===== src/rtl/digital_tube_scan.sv =====
// Multiplexed 7-segment scanner with double-buffered display data.
// Digits are scanned one slot at a time. Brightness comes from a PWM window
// inside each slot. New data is staged on load and moves into the shadow
// (displayed) copy only at a frame boundary, or at once while scanning is
// disabled. All pin-facing outputs are registered.
module digital_tube_scan #(
    parameter int DIGITS         = 8,
    parameter int CNT_MAX        = 50000,
    parameter int SEG_ACTIVE_LOW = 1,
    parameter int SEL_ACTIVE_LOW = 0
) (
    input  logic                  clk,
    input  logic                  rst,
    input  logic                  en,
    input  logic [4*DIGITS-1:0]   disp_data,
    input  logic [DIGITS-1:0]     dp_in,
    input  logic [DIGITS-1:0]     blank_in,
    input  logic                  lzb,
    input  logic [3:0]            bright,
    input  logic                  load,
    output logic                  load_ack,
    output logic [6:0]            seg,
    output logic                  dp,
    output logic [DIGITS-1:0]     sel,
    output logic                  frame_start
);

    localparam int CW = $clog2(CNT_MAX);
    localparam int IW = $clog2(DIGITS);

    localparam logic [CW-1:0]     CNT_LAST = CW'(CNT_MAX - 1);
    localparam logic [IW-1:0]     IDX_LAST = IW'(DIGITS - 1);
    localparam logic [31:0]       PWM_STEP = 32'(CNT_MAX / 16);
    localparam logic [6:0]        SEG_OFF  = (SEG_ACTIVE_LOW != 0) ? 7'h7F : 7'h00;
    localparam logic              DP_OFF   = (SEG_ACTIVE_LOW != 0) ? 1'b1 : 1'b0;
    localparam logic [DIGITS-1:0] SEL_OFF  = (SEL_ACTIVE_LOW != 0) ? {DIGITS{1'b1}} : {DIGITS{1'b0}};

    // Hex digit to active-low segment pattern {g,f,e,d,c,b,a}.
    function automatic logic [6:0] hex_to_seg(input logic [3:0] v);
        logic [6:0] code;
        case (v)
            4'h0:    code = 7'h40;
            4'h1:    code = 7'h79;
            4'h2:    code = 7'h24;
            4'h3:    code = 7'h30;
            4'h4:    code = 7'h19;
            4'h5:    code = 7'h12;
            4'h6:    code = 7'h02;
            4'h7:    code = 7'h78;
            4'h8:    code = 7'h00;
            4'h9:    code = 7'h10;
            4'hA:    code = 7'h08;
            4'hB:    code = 7'h03;
            4'hC:    code = 7'h46;
            4'hD:    code = 7'h21;
            4'hE:    code = 7'h06;
            4'hF:    code = 7'h0E;
            default: code = 7'h7F;
        endcase
        return code;
    endfunction

    // Segment pattern at the board's pin polarity.
    function automatic logic [6:0] seg_drive(input logic [3:0] v);
        logic [6:0] low_code;
        low_code = hex_to_seg(v);
        if (SEG_ACTIVE_LOW != 0) begin
            return low_code;
        end else begin
            return ~low_code;
        end
    endfunction

    // Scan position and brightness
    logic [CW-1:0]         cnt_r;
    logic [IW-1:0]         idx_r;
    logic [3:0]            bright_q_r;

    // Double buffer
    logic                  pending_r;
    logic [4*DIGITS-1:0]   stage_data_r;
    logic [DIGITS-1:0]     stage_dp_r;
    logic [DIGITS-1:0]     stage_blank_r;
    logic [4*DIGITS-1:0]   shadow_data_r;
    logic [DIGITS-1:0]     shadow_dp_r;
    logic [DIGITS-1:0]     shadow_blank_r;

    // Registered outputs
    logic                  load_ack_r;
    logic [6:0]            seg_r;
    logic                  dp_r;
    logic [DIGITS-1:0]     sel_r;
    logic                  frame_start_r;

    // Combinational helpers
    logic                  tick_s;
    logic                  boundary_s;
    logic                  xfer_s;
    logic [31:0]           on_time_s;
    logic                  lit_s;
    logic [DIGITS-1:0]     lz_s;
    logic                  zero_run_s;
    logic [3:0]            nib_s;
    logic [DIGITS-1:0]     onehot_s;
    logic [6:0]            seg_next_s;
    logic                  dp_next_s;
    logic [DIGITS-1:0]     sel_next_s;

    assign tick_s     = en && (cnt_r == CNT_LAST);
    assign boundary_s = tick_s && (idx_r == IDX_LAST);
    assign xfer_s     = (boundary_s || !en) && pending_r;
    assign on_time_s  = (32'(bright_q_r) + 32'd1) * PWM_STEP;
    assign lit_s      = en && !shadow_blank_r[idx_r] && (32'(cnt_r) < on_time_s);
    assign nib_s      = shadow_data_r[4*idx_r +: 4];

    // Leading-zero map: lz_s[i] is set when nibbles DIGITS-1..i are all zero.
    always_comb begin
        zero_run_s = 1'b1;
        lz_s       = '0;
        for (int i = DIGITS - 1; i >= 1; i--) begin
            zero_run_s = zero_run_s && (shadow_data_r[4*i +: 4] == 4'h0);
            lz_s[i]    = zero_run_s;
        end
    end

    // Next output pattern for the current slot position.
    always_comb begin
        seg_next_s = SEG_OFF;
        dp_next_s  = DP_OFF;
        sel_next_s = SEL_OFF;
        onehot_s   = '0;
        onehot_s[idx_r] = 1'b1;
        if (lit_s) begin
            sel_next_s = (SEL_ACTIVE_LOW != 0) ? ~onehot_s : onehot_s;
            if (lzb && lz_s[idx_r]) begin
                seg_next_s = SEG_OFF;
            end else begin
                seg_next_s = seg_drive(nib_s);
            end
            if (shadow_dp_r[idx_r]) begin
                dp_next_s = ~DP_OFF;
            end else begin
                dp_next_s = DP_OFF;
            end
        end else begin
            seg_next_s = SEG_OFF;
            dp_next_s  = DP_OFF;
            sel_next_s = SEL_OFF;
        end
    end

    // Slot counter and digit index; both hold while scanning is disabled.
    always_ff @(posedge clk) begin
        if (rst) begin
            cnt_r <= '0;
            idx_r <= '0;
        end else if (tick_s) begin
            cnt_r <= '0;
            idx_r <= (idx_r == IDX_LAST) ? '0 : idx_r + IW'(1);
        end else if (en) begin
            cnt_r <= cnt_r + CW'(1);
        end else begin
            cnt_r <= cnt_r;
            idx_r <= idx_r;
        end
    end

    // Brightness is sampled once per slot so a slot never changes width midway.
    always_ff @(posedge clk) begin
        if (rst || tick_s) begin
            bright_q_r <= bright;
        end else begin
            bright_q_r <= bright_q_r;
        end
    end

    // Staging/shadow buffers; shadow always takes the staging copy from before this edge.
    always_ff @(posedge clk) begin
        if (rst) begin
            pending_r      <= 1'b0;
            stage_data_r   <= '0;
            stage_dp_r     <= '0;
            stage_blank_r  <= '0;
            shadow_data_r  <= '0;
            shadow_dp_r    <= '0;
            shadow_blank_r <= '0;
            load_ack_r     <= 1'b0;
        end else begin
            load_ack_r <= xfer_s;
            if (xfer_s) begin
                shadow_data_r  <= stage_data_r;
                shadow_dp_r    <= stage_dp_r;
                shadow_blank_r <= stage_blank_r;
            end else begin
                shadow_data_r  <= shadow_data_r;
                shadow_dp_r    <= shadow_dp_r;
                shadow_blank_r <= shadow_blank_r;
            end
            if (load) begin
                stage_data_r  <= disp_data;
                stage_dp_r    <= dp_in;
                stage_blank_r <= blank_in;
            end else begin
                stage_data_r  <= stage_data_r;
                stage_dp_r    <= stage_dp_r;
                stage_blank_r <= stage_blank_r;
            end
            pending_r <= load || (pending_r && !xfer_s);
        end
    end

    // Output registers: one cycle behind the scan position.
    always_ff @(posedge clk) begin
        if (rst) begin
            seg_r         <= SEG_OFF;
            dp_r          <= DP_OFF;
            sel_r         <= SEL_OFF;
            frame_start_r <= 1'b0;
        end else begin
            seg_r         <= seg_next_s;
            dp_r          <= dp_next_s;
            sel_r         <= sel_next_s;
            frame_start_r <= en && (cnt_r == '0) && (idx_r == '0);
        end
    end

    assign load_ack    = load_ack_r;
    assign seg         = seg_r;
    assign dp          = dp_r;
    assign sel         = sel_r;
    assign frame_start = frame_start_r;

endmodule


===== config.mk =====
export PLATFORM = sky130hd
export DESIGN_NAME = digital_tube_scan
export DESIGN_NICKNAME = d
export VERILOG_FILES = /design/src/rtl/digital_tube_scan.sv
export SDC_FILE = /design/constraint.sdc
export NUM_CORES = 1
export LEC_CHECK = 0
export ABC_AREA = 1
export CAP_MARGIN = 30
export CELL_PAD_IN_SITES_DETAIL_PLACEMENT = 1
export CELL_PAD_IN_SITES_GLOBAL_PLACEMENT = 1
export CORE_MARGIN = 2
export CORE_UTILIZATION = 42
export CTS_CLUSTER_SIZE = 40
export DETAILED_ROUTE_END_ITERATION = 7
export MAX_ROUTING_LAYER = met4
export PLACE_DENSITY = 0.93
export SYNTH_ARGS = -nofsm -noshare
export SYNTH_HDL_FRONTEND = slang
export SYNTH_SLANG_ARGS = --single-unit

===== constraint.sdc =====
create_clock -name clk -period 4.7 [get_ports clk]
set_clock_uncertainty 0.15 [all_clocks]
set_input_delay 0.47 -clock clk [delete_from_list [all_inputs] [get_ports clk]]
set_output_delay 0.47 -clock clk [all_outputs]
set_load 0.1 [all_outputs]

Word-level counts from Yosys, hierarchy flattened
Memories as Yosys holds them, arrays and structs flattened. A register that Yosys moved wholly into a read port is not among the register bits. Index checks and enable logic that the tools add are counted.

Add/sub/neg operators: 3. Multiply operators: 1. Order comparisons: 3. Equal/unequal tests: 2. Shifts and indexed selects: 1. Mux-type cells: 10. Bitwise gates (word level): 1. Reductions and logical operators: 34.

Operators by type and width (count): $shiftx A32 B6 Y4 (1); $logic_not A4 Y1 (7); $lt A16 B17 Y1 (1); $mul A5 B12 Y17 const B (1); $add A16 B1 Y16 const B (1); $eq A16 B16 Y1 const B (1); $logic_and A1 B1 Y1 (16); $logic_not A16 Y1 (1); $bmux W1 S3 (3); $add A4 B1 Y5 const B (1); $mux W1 (5); $lt A3 B4 Y1 const B (1); $reduce_or A2 Y1 (2); $add A3 B1 Y3 const B (1); $demux W1 S3 (1); $eq A3 B3 Y1 const B (1); $ge A3 B1 Y1 const B (1); $logic_not A1 Y1 (3); $logic_not A3 Y1 (1); $logic_or A1 B1 Y1 (3); $mux W3 (1); $reduce_or A3 Y1 (1); $not A1 Y1 (1).

Register bits: 131. Bits in read-only memories: 112. Input port bits: 57. Output and inout port bits: 18. Logic and storage cells: 70. Memories: 1.

Memory list: (name not given) (depth 16, width 7, read ports 1, clocked after Yosys merged registers in 1, wr ports 0, RTL line 41) `case (v)`.

Depth between registers and ports, before layout
Word-level depth: 11. Mapped depth: 28. Gate-level depth less buffers: 28.

Worst setup path before layout
Ideal clock, no wire load.

Path kind: register -> register. From: register bright_q_r[0]. To: register sel_r[5], in the netlist sel[5]. Data arrival time: 4082 ps. Required time: 4435 ps. Path slack: 353 ps. Stages on the path, launching flop included: 28. Buffers on the path: 0. Cells stage by stage: edfxtp_1 > ha_1 > xor2_1 > ha_1 > xor2_1 > ha_1 > a21o_1 > ha_1 > ha_1 > inv_1 > o21bai_1 > nand3_1 > nand2_1 > a21oi_1 > o21ai_0 > xor2_1 > ha_1 > inv_1 > nor3_1 > nor3_1 > nand2_1 > nand2_1 > nand2_1 > nand2_1 > nand2_1 > nand2_2 > nand2_4 > nor2_1.

Word-level cells in the longest chain between the ends: 6.

Ends and longest elaborated chain: start, declared (RTL line 77) `logic [3:0] bright_q_r;`; start signal, assigned (RTL line 171) `bright_q_r <= bright;`; start signal, assigned (RTL line 173) `bright_q_r <= bright_q_r;`; $add A4 B1 Y5 (RTL line 112) `assign on_time_s = (32'(bright_q_r) + 32'd1) * PWM_STEP;`; $mul A5 B12 Y17 (RTL line 112); $lt A16 B17 Y1 (RTL line 113) `assign lit_s = en && !shadow_blank_r[idx_r] && (32'(cnt_r) < on_time_s);`; $logic_and A1 B1 Y1 (RTL line 113); $not A1 Y1 (no line); $reduce_or A2 Y1 (no line); end signal, assigned (RTL line 222) `sel_r <= sel_next_s;`; end, declared (RTL line 92) `logic [DIGITS-1:0] sel_r;`.

No other way between the ends. A chain may end at the register's enable or synchronous reset.

Worst setup path in the final report
From: register bright_q_r[1]. To: register sel_r[3], in the netlist sel[3].

Same word-level chain as after synthesis.

==> results_dict.tcl <==
set metrics [dict create \
    horiz_die_dim_um 133 \
    worst_path_most_repeated_cell "sky130_fd_sc_hd__nand2_1" \
    route.final.wire_length_um 22900 \
    seqPwrFrac 0.368 \
    synth_top_cell_by_area "sky130_fd_sc_hd__dfxtp_1" \
    dp_hpwl_um 14400 \
    port_buffers 74 \
    min_period_over_period 0.964 \
    htree_num_levels 4 \
    area_growth_pct 26.4 \
    synth_xor_xnor_area_share 0.0252 \
    arrival_ns 4.74 \
    yosysWarningCount 0 \
    nFillCells 1973 \
    static-leakage-power_nw 3.79 \
    cp-startpoint "bright_q_r[1]" \
    via_per_inst 5.44 \
    die_height_um 133 \
    tritoncts_buffer_count 17 \
    crit_path_max_fanout 8 \
    rr_endpoint "sel[3]" \
    insertedDiodeCount 0 \
    timing.hold.worst.start "pending_r" \
    rr_startpoint "bright_q_r[1]" \
    fin_total_pwr_mw 3.48 \
    clk_root_buffer_cell "sky130_fd_sc_hd__clkbuf_16" \
    post_synth_and_or_nand_nor_area_fraction 0.256 \
    worst_skew_pair.late_latency_ns 0.44 \
    clock_sinks 138 \
    dpl_cell_area_um2 7860 \
    hold-worst-slack_ns 0.329 \
    fp-row-count 47 \
    complex_gate_fraction_of_the_synthesized_area 0.138 \
    tightest_slew_ns 1.01 \
    synth-seq-cells 138 \
    synth.distinct_cells 45 \
    core_um2 16400 \
    setup.worst_path.end_class "register" \
    synth-seq-area-share 0.403 \
    r2r.worst_path.cells 24 \
    netlist_top_cells_area "sky130_fd_sc_hd__dfxtp_1 (39%), sky130_fd_sc_hd__nor2_1 (12%), sky130_fd_sc_hd__ha_1 (10%)" \
    p_int_mw 2.42 \
    synth.top_cell.area_share 0.386 \
    timing.final.hold_violations 0 \
    worst-endpoint-required_ns 4.91 \
    outcome "finished, final reports clean" \
    switching_share 0.303 \
    clk_pin_slew_ns 0.06 \
    clk_path_buf_depth 2 \
    crit_path_end "sel[3]" \
    fraction_of_final_layout_cells_with_drive_strength_greater_than_1 0.107 \
    drt_pass1_iterations 7 \
    synth.area.mux_share 0 \
    drc 0 \
    total_switching_power_mw 1.06 \
    timing.critical_path.slowest_stage_cell "sky130_fd_sc_hd__edfxtp_1" \
    max_cap_viol_count 0 \
    crit_path_cell_trace "ha_4 > nand2_4 > nor2_4 > ha_1 > ha_1 > ha_1 > ha_4 > a21oi_2 > nand2_1 > a21oi_2 > o21ai_2 > xor2_1 > ha_1 > inv_2 > nor3_1 > nor3_1 > nand2_1 > nand2_1 > nand2_1 > nand2_1 > nand2_2 > nand2_4 > nand2_8 > nor2_4" \
    io_pins 75 \
    grt_pass1_vias 7036 \
    grt_pass1_wl_um 35100 \
    slowest_delay_ns 0.46 \
    worst_setup_path_start_kind "register" \
    ys.flop_type "sky130_fd_sc_hd__dfxtp_1" \
    power.share.clock 0.401 \
    postRouteAntennaNets 0 \
    synthMostInstantiatedCell "sky130_fd_sc_hd__nor2_1" \
    timing.max_slew.rel_slack 0.325 \
    synth_top_family_by_area "simple AND/OR/NAND/NOR gates" \
    final_max_slew_viol_count 0 \
    postSynthAreaPerCell_um2 7.43 \
    post-route-min-period_ns 4.53 \
    setup-tns-final_ns 0 \
    pwr-share-comb 0.232 \
    final_core_util 0.535 \
    setup_viol 0 \
    gr-usage-all-layers 0.259 \
    power.density_nw_per_um2 396 \
    synth-edff-count 4 \
    die-area_um2 17600 \
    grt_antenna_before_repair 0 \
    number_of_nets_in_the_synthesized_netlist 1051 \
    fmax_ghz 0.221 \
    postSynth.asyncResetShare 0 \
    cts_tree "done" \
    worstSetupPathType "reg2reg" \
    area_used_by_multi_input_combinational_logic_um2 3880 \
    route.detailed.wl_per_inst_um 18.4 \
    finalNetCount 1130 \
    initial_drt_markers 405 \
    vias 6780 \
    finish.instance_area_um2 8780 \
    pin_count_of_the_biggest_net_entering_global_routing 79 \
    hold_class "reg2reg" \
    grt_overflow 0 \
    sequential_cell_area_um2 2800 \
    postSynthCellCount 935 \
    syn-cell-area_um2 6950 \
    ir_drop_uv 224 \
    gpl.final_weighted_congestion 0.847 \
    initial_utilization 0.424 \
    synth.top_cells.by_count "sky130_fd_sc_hd__nor2_1 (215), sky130_fd_sc_hd__dfxtp_1 (134), sky130_fd_sc_hd__nand2_1 (131)" \
    r2r_setup_slack_ns 0.17 \
    synth-adder-area-share 0.107 \
]
==> worst min-delay path by stage <==
stage	cells past startpoint	slack, ns	endpoint
after floorplan	2	0.28	shadow_data_r[7]
after global placement	2	0.29	shadow_blank_r[1]
after detailed placement	2	0.31	shadow_blank_r[1]
after CTS	2	0.31	shadow_blank_r[1]
after global routing	2	0.35	shadow_dp_r[7]
final	2	0.33	pending_r
==> cell families (layout without fill, tap and decap cells) <==
| family | after synthesis | after routing |
|---|---|---|
| flip-flops | 138 | 138 |
| AO/OA/AOI/OAI | 182 | 182 |
| XOR/XNOR | 20 | 20 |
| AND/OR/NAND/NOR | 420 | 421 |
| buffers and inverters | 116 | 207 |
| adder cells (fa/ha/maj) | 59 | 59 |
==> timing repair <==
action,in CTS,in global routing
pin swaps,0,23
gates resized for setup,3,42
buffers inserted,2,10
hold buffers,0,0
endpoints found under the setup margin,16,16
gates cloned,0,1
==> worst max-delay path, delay by kind of cell, from the launching register on <==
kind | cells | cell delay [ns]
buffers and inverters | 1 | 0.07
DFF | 1 | 0.46
AOI/OAI and AO/OA | 3 | 0.45
and+or+nand+nor | 13 | 1.36
adders and majority gates | 6 | 1.80
xor gates and xnor gates | 1 | 0.17
==> per-layer routing <==
metal,GRT usage,part of all wire
met4,0.118,0.034
met3,0.0548,0.037
met2,0.445,0.52
met5,-,0
met1,0.290,0.41
==> power by group through the flow <==
stage / registers, mW / logic (mW) / clock network [mW]
5_1_grt: 1.28 / 0.895 / 1.45
3_5_place_dp: 1.30 / 0.672 / 0
6_report: 1.28 / 0.805 / 1.39
4_1_cts: 1.28 / 0.691 / 1.40
3_3_place_gp: 1.30 / 0.623 / 0
2_1_floorplan: 1.33 / 0.425 / 0
==> final cells by class <==
| class | instances | area share |
|---|---|---|
| tap | 220 | 0.0313 |
| multi-input combinational | 682 | 0.441 |
| clock buffer | 19 | 0.0504 |
| inverter | 81 | 0.0348 |
| sequential | 138 | 0.319 |
| timing repair buffer | 94 | 0.105 |
| clock inverter | 13 | 0.0185 |
==> flip-flops by register name, summed over array words and instances (netlist names) <==
| name | flops |
|---|---|
| sel | 8 |
| stage_data_r | 32 |
| stage_dp_r | 8 |
| cnt_r | 16 |
| idx_r | 3 |
| shadow_dp_r | 8 |
| pending_r | 1 |
| shadow_data_r | 32 |
| bright_q_r | 4 |
| load_ack | 1 |
| frame_start | 1 |
| stage_blank_r | 8 |
| seg | 7 |
| dp | 1 |
| shadow_blank_r | 8 |
==> through the flow <==
stage          instances  setup WS, ns
2_1_floorplan        935         0.353
3_3_place_gp        1201         0.190
3_5_place_dp        1202        -0.206
4_1_cts             1236        0.0256
5_1_grt             1247        -0.115
6_report            1247         0.169
==> placed cells by master (no fill, tap or decap), types with 7 or more instances in the layout <==
cell type / instances
sky130_fd_sc_hd__ha_4: 7
sky130_fd_sc_hd__clkbuf_16: 17
sky130_fd_sc_hd__inv_1: 70
sky130_fd_sc_hd__a21oi_1: 35
sky130_fd_sc_hd__clkdlybuf4s50_1: 74
sky130_fd_sc_hd__nor3_1: 11
sky130_fd_sc_hd__nand2_1: 129
sky130_fd_sc_hd__o21ai_0: 122
sky130_fd_sc_hd__buf_4: 17
sky130_fd_sc_hd__nand4_1: 15
sky130_fd_sc_hd__inv_2: 10
sky130_fd_sc_hd__nand3_1: 23
sky130_fd_sc_hd__nor2_1: 205
sky130_fd_sc_hd__xor2_1: 14
sky130_fd_sc_hd__ha_1: 50
sky130_fd_sc_hd__dfxtp_1: 134
sky130_fd_sc_hd__nor2_2: 7
Note: power is estimated with default switching activity, not from simulation.
